===== config.mk =====
export PLATFORM = sky130hd
export DESIGN_NAME = uart_rx_flat
export DESIGN_NICKNAME = d
export VERILOG_FILES = /design/src/rtl/uart_pkg.sv /design/src/rtl/uart_rx_if.sv /design/src/rtl/uart_rx_sync.sv /design/src/rtl/uart_rx.sv /design/src/flat_wrapper.sv
export SDC_FILE = /design/constraint.sdc
export NUM_CORES = 1
export LEC_CHECK = 0
export ABC_AREA = 1
export BUFFER_PORTS_ARGS = -buffer_cell sky130_fd_sc_hd__buf_2
export CORE_ASPECT_RATIO = 1.75
export CORE_MARGIN = 2
export CORE_UTILIZATION = 53
export CTS_CLUSTER_DIAMETER = 50
export DETAILED_ROUTE_END_ITERATION = 8
export PLACE_DENSITY = 0.74
export SETUP_SLACK_MARGIN = 0.4
export SLEW_MARGIN = 15
export SYNTH_ARGS = -nofsm -noshare
export SYNTH_HDL_FRONTEND = slang
export SYNTH_SLANG_ARGS = --single-unit

===== constraint.sdc =====
create_clock -name clk_50MHz -period 3.7 [get_ports clk_50MHz]
set_input_delay 0.37 -clock clk_50MHz [delete_from_list [all_inputs] [get_ports clk_50MHz]]
set_output_delay 0.37 -clock clk_50MHz [all_outputs]
set_load 0.03 [all_outputs]

===== src/rtl/uart_pkg.sv =====
// Shared UART definitions: receiver FSM encoding, oversampling constants and
// default frame geometry, also intended for the companion transmitter.
package uart_pkg;

  typedef enum logic [1:0] {
    IDLE  = 2'b00,
    START = 2'b01,
    DATA  = 2'b10,
    STOP  = 2'b11
  } rx_state_e;

  localparam int unsigned OVERSAMPLE      = 16;
  localparam int unsigned MID_START       = 7;
  localparam int unsigned DBIT_DEFAULT    = 8;
  localparam int unsigned SB_TICK_DEFAULT = 16;

endpackage


===== src/rtl/uart_rx_if.sv =====
// Byte hand-off between the UART receiver (master) and its consumer (slave):
// holding register, valid/read handshake, end-of-frame pulse and error flags.
interface uart_rx_if #(
  parameter int unsigned DBIT = uart_pkg::DBIT_DEFAULT
);
  logic            rd_en;
  logic [DBIT-1:0] rx_data;
  logic            rx_valid;
  logic            rx_done_tick;
  logic            frame_err;
  logic            overrun_err;

  modport master (
    input  rd_en,
    output rx_data, rx_valid, rx_done_tick, frame_err, overrun_err
  );

  modport slave (
    output rd_en,
    input  rx_data, rx_valid, rx_done_tick, frame_err, overrun_err
  );
endinterface


===== src/rtl/uart_rx_sync.sv =====
// Two-flop synchroniser for the asynchronous rx line; presets to the idle
// (high) level on reset so no false start bit is seen when reset releases.
module uart_rx_sync (
  input  logic clk,
  input  logic reset,
  input  logic d,
  output logic q
);
  logic [1:0] sync_q, sync_d;

  always_comb sync_d = {sync_q[0], d};

  always_ff @(posedge clk) begin
    if (!reset) sync_q <= '1;
    else        sync_q <= sync_d;
  end

  assign q = sync_q[1];
endmodule


===== src/rtl/uart_rx.sv =====
// 16x-oversampled UART receiver: mid-bit sampling, LSB-first deserialisation,
// holding register with valid/read handshake and sticky framing/overrun flags.
module uart_rx
  import uart_pkg::*;
#(
  parameter int unsigned DBIT    = DBIT_DEFAULT,
  parameter int unsigned SB_TICK = SB_TICK_DEFAULT
) (
  input  logic       clk_50MHz,
  input  logic       reset,
  input  logic       rx,
  input  logic       tick,
  uart_rx_if.master  bus
);
  localparam int unsigned SW = ($clog2(SB_TICK) > 4) ? $clog2(SB_TICK) : 4;
  localparam int unsigned NW = (DBIT > 1) ? $clog2(DBIT) : 1;

  rx_state_e       state_q, state_d;
  logic [SW-1:0]   s_q, s_d;
  logic [NW-1:0]   n_q, n_d;
  logic [DBIT-1:0] b_q, b_d;
  logic [DBIT-1:0] data_q, data_d;
  logic            valid_q, valid_d;
  logic            ferr_q, ferr_d;
  logic            oerr_q, oerr_d;
  logic            done;
  logic            rx_s;

  uart_rx_sync u_sync (
    .clk   (clk_50MHz),
    .reset (reset),
    .d     (rx),
    .q     (rx_s)
  );

  always_comb begin
    state_d = state_q;
    s_d     = s_q;
    n_d     = n_q;
    b_d     = b_q;
    data_d  = data_q;
    valid_d = valid_q;
    ferr_d  = ferr_q;
    oerr_d  = oerr_q;
    done    = 1'b0;

    if (bus.rd_en && valid_q) begin
      valid_d = 1'b0;
      oerr_d  = 1'b0;
    end

    unique case (state_q)
      IDLE: begin
        if (!rx_s) begin
          state_d = START;
          s_d     = '0;
        end
      end
      START: begin
        if (tick) begin
          if (s_q == SW'(MID_START)) begin
            state_d = rx_s ? IDLE : DATA;
            s_d     = '0;
            n_d     = '0;
          end else begin
            s_d = s_q + SW'(1);
          end
        end
      end
      DATA: begin
        if (tick) begin
          if (s_q == SW'(OVERSAMPLE - 1)) begin
            b_d = {rx_s, b_q[DBIT-1:1]};
            s_d = '0;
            if (n_q == NW'(DBIT - 1)) state_d = STOP;
            else                      n_d = n_q + NW'(1);
          end else begin
            s_d = s_q + SW'(1);
          end
        end
      end
      STOP: begin
        if (tick) begin
          if (s_q == SW'(SB_TICK - 1)) begin
            state_d = IDLE;
            // Gated by reset so a tick arriving during reset never pulses.
            done    = reset;
            if (rx_s) begin
              ferr_d = 1'b0;
              if (valid_q && !bus.rd_en) begin
                oerr_d = 1'b1;
              end else begin
                data_d  = b_q;
                valid_d = 1'b1;
              end
            end else begin
              ferr_d = 1'b1;
            end
          end else begin
            s_d = s_q + SW'(1);
          end
        end
      end
      default: state_d = IDLE;
    endcase
  end

  always_ff @(posedge clk_50MHz) begin
    if (!reset) begin
      state_q <= IDLE;
      s_q     <= '0;
      n_q     <= '0;
      b_q     <= '0;
      data_q  <= '0;
      valid_q <= 1'b0;
      ferr_q  <= 1'b0;
      oerr_q  <= 1'b0;
    end else begin
      state_q <= state_d;
      s_q     <= s_d;
      n_q     <= n_d;
      b_q     <= b_d;
      data_q  <= data_d;
      valid_q <= valid_d;
      ferr_q  <= ferr_d;
      oerr_q  <= oerr_d;
    end
  end

  assign bus.rx_data      = data_q;
  assign bus.rx_valid     = valid_q;
  assign bus.rx_done_tick = done;
  assign bus.frame_err    = ferr_q;
  assign bus.overrun_err  = oerr_q;
endmodule


===== src/flat_wrapper.sv =====
// flat-port wrapper written by rule: the top's interface ports become plain ports
module uart_rx_flat import uart_pkg::*;
#(
  parameter int unsigned DBIT    = DBIT_DEFAULT,
  parameter int unsigned SB_TICK = SB_TICK_DEFAULT
)
  (clk_50MHz, reset, rx, tick, bus_rd_en, bus_rx_data, bus_rx_valid, bus_rx_done_tick, bus_frame_err, bus_overrun_err);
  uart_rx_if #(.DBIT(DBIT)) bus_i ();
  input  logic clk_50MHz;
  input  logic reset;
  input  logic rx;
  input  logic tick;
  input wire logic [$bits(bus_i.rd_en)-1:0] bus_rd_en;
  output wire logic [$bits(bus_i.rx_data)-1:0] bus_rx_data;
  output wire logic [$bits(bus_i.rx_valid)-1:0] bus_rx_valid;
  output wire logic [$bits(bus_i.rx_done_tick)-1:0] bus_rx_done_tick;
  output wire logic [$bits(bus_i.frame_err)-1:0] bus_frame_err;
  output wire logic [$bits(bus_i.overrun_err)-1:0] bus_overrun_err;
  assign bus_i.rd_en = bus_rd_en;
  assign bus_rx_data = bus_i.rx_data;
  assign bus_rx_valid = bus_i.rx_valid;
  assign bus_rx_done_tick = bus_i.rx_done_tick;
  assign bus_frame_err = bus_i.frame_err;
  assign bus_overrun_err = bus_i.overrun_err;
  uart_rx #(.DBIT(DBIT), .SB_TICK(SB_TICK)) u_core (.clk_50MHz(clk_50MHz), .reset(reset), .rx(rx), .tick(tick), .bus(bus_i));
endmodule

==> flow_summary.ini <==
[run_status]
outcome = completed

[power]
power.switching_mw = 0.175
seq_power_share_pct = 41.6
internal_power_mw = 0.635
p_comb_share_pct = 8.2
p_per_area_nw_per_um2 = 493
total_power_mw = 0.810
p_clk_share_pct = 50.2
swShare_pct = 21.6
ir_drop_mv = 0.648
leakage_nw = 0.740

[die]
io_pins = 17
dieArea_um2 = 3090
start_util_pct = 56.3
die_x_um = 42.9
dieHeight_um = 72.1
num_rows = 24
core_um2 = 2490

[finish]
drive_above_1_share_pct = 18.9
final_common_cell = nor2_1
finalNonFillerCells = 238
nets = 219
final_util_pct = 66.0
mostFrequentLayoutCells = 41 x nor2_1, 33 x nand2_1, 30 x dfxtp_1
synthToLayoutAreaGrowth_pct = 17.1
n_antenna_cell = 0

[route]
antenna_left = 0
highest_layer = met4
drc = 0
detail_route.wl_per_cell_um = 12.3
vias = 1284
wl_met3_um = 100
wirelength_met1_mm = 1.16
firstDrtPassIters = 6
wl_met2_mm = 1.59
viasPerCell = 5.39
drt_iter0_markers = 27
wl_mm = 2.94

[worst_setup_path]
r2r_end = u_core.n_q[1]
critical_path_class = flop to primary output
crit_path_end_kind = primary output
start_kind = flop
r2r_setup_slack_ns = 2.03
critPathArrivalTime_ns = 1.66
crit_path_max_fanout = 6
r2r-start = u_core.n_q[0]
reg2regPathDepth = 7
required_ns = 3.33

[cts]
numCtsBuffers = 5
cts-resized-gates = 0
clk_latency_ns = 0.28
clk_pin_slew_ns = 0.06
cts_max_level = 2
root_buffer = clkbuf_8
ctsLongestPathBuffers = 2
cts_setup_buffers = 0
cts_num_sinks = 30
cts_tree = yes
cts.hold.buffers_added = 0

[worst_hold_path]
hold_end = u_core.u_sync.sync_q[0]
hp-start = rx
min_path_type = input port to flop
worstHoldPathCells = 2

[grt]
grt_pass1_vias = 1193
grt_start_max_net_pins = 26
grt_pass1_wl_mm = 5.07
antenna_found_initial = 0
grtUsageTotal_pct = 22.0
grt-ovfl-total = 0

[place]
gp_congestion = 0.883
port_buffers = 16
hpwl_mm = 2.16
dp.cells = 230

[logic_synthesis]
synthCells = 191
synthesis.nets = 199
synth-seq-cells = 30
yosys_warnings = 0
synth_area_per_cell_um2 = 7.35
synth_area_leader_cell = dfxtp_1
synth_top_area_share_pct = 42.8
synth.distinct_cells = 27
ys_top_cells_by_area = dfxtp_1 43%, nor2_1 11%, nand2_1 8.8%
syn_area_um2 = 1400
yosysSeqAreaShare_pct = 42.8

[flow_run]
maxCapViolCount = 0

[timing]
post-route-min-period_ns = 2.03
whs_ns = 0.289
rsz0062_at_grt = false
fmax_mhz = 492
worst_pin_slew_ns = 0.489
fin_setup_tns_ns = 0
slew_headroom_pct = 67.4
slew_violations = 0
final.period_utilization_pct = 55.0
hold_viol = 0
finalSetupViolations = 0
skew_ns = 0.00424
==> critical path, stage by stage (launching register included) <==
cell and delay, ns:
dfxtp_1 0.38, ha_1 0.25, nand3_2 0.17, nor2_2 0.16, nand2_1 0.12, nor2_1 0.10, buf_2 0.20
==> cell type report <==
type | instances | area [µm²]
clock buffer | 6 | 82.6
clock inverter | 2 | 60.1
fill | 232 | 848
inverter | 17 | 63.8
multi-input combinational | 141 | 724
sequential | 30 | 601
tap | 26 | 32.5
timing repair buffer | 16 | 80.1
==> flip-flops by register name, summed over array words and instances, names as in the netlist, named ones only <==
signal / count
u_core.b_q: 8
u_core.bus.frame_err: 1
u_core.bus.overrun_err: 1
u_core.bus.rx_data: 8
u_core.bus.rx_valid: 1
u_core.n_q: 3
u_core.s_q: 4
u_core.state_q: 1
u_core.u_sync.sync_q: 2
==> routing by layer <==
| metal | track usage [%] | vias up |
|---|---|---|
| met5 | 0 | - |
| met4 | 13.2 | 0 |
| met3 | 6.22 | 9 |
| met2 | 37.9 | 25 |
| met1 | 23.1 | 593 |
| li1 | - | 657 |
==> cells by family (layout without fill, tap and decap cells) <==
kind of cell	after synthesis	in the layout	synth area share (%)
AOI/OAI and AO/OA	26	26	9.54
xor gates and xnor gates	1	1	0.624
adders and majority gates	3	3	2.67
buffers and inverters	20	41	5.61
DFF	30	30	42.8
and+or+nand+nor	111	111	38.8
==> cell usage after synthesis (all sizes together) <==
cell type,n
nor3,2
o21ai,11
xor2,1
inv,16
ha,3
or2,2
o22ai,1
buf,2
dfxtp,30
nand3b,7
nor2,47
clkinv,1
o21a,1
a21oi,13
nand3,17
clkbuf,1
nand2,36
==> power by group through the flow <==
stage | Clock [mW] | Sequential (mW) | Combinational, mW
finish | 0.407 | 0.337 | 0.0662
global route | 0.434 | 0.338 | 0.0760
CTS | 0.414 | 0.337 | 0.0652
detailed placement | 0 | 0.344 | 0.0647
global placement | 0 | 0.344 | 0.0631
floorplan | 0 | 0.337 | 0.0599
==> metrics by stage <==
| step | worst slack (ns) | cell area (µm²) |
|---|---|---|
| after floorplan | 1.95 | 1400 |
| after global placement | 2.03 | 1500 |
| after detailed placement | 1.97 | 1500 |
| after CTS | 1.66 | 1640 |
| after global routing | 1.51 | 1640 |
| final | 1.67 | 1640 |
==> worst max path at each step <==
stage	from	end	slack, ns	cells past startpoint
after floorplan	u_core.s_q[0]	bus_rx_done_tick	1.95	5
after global placement	u_core.s_q[0]	bus_rx_done_tick	2.03	6
after detailed placement	u_core.s_q[0]	bus_rx_done_tick	1.97	6
after CTS	u_core.s_q[0]	bus_rx_done_tick	1.66	6
after global routing	u_core.s_q[0]	bus_rx_done_tick	1.51	6
final	u_core.s_q[0]	bus_rx_done_tick	1.67	6
Power figures use the tool's default switching activity.
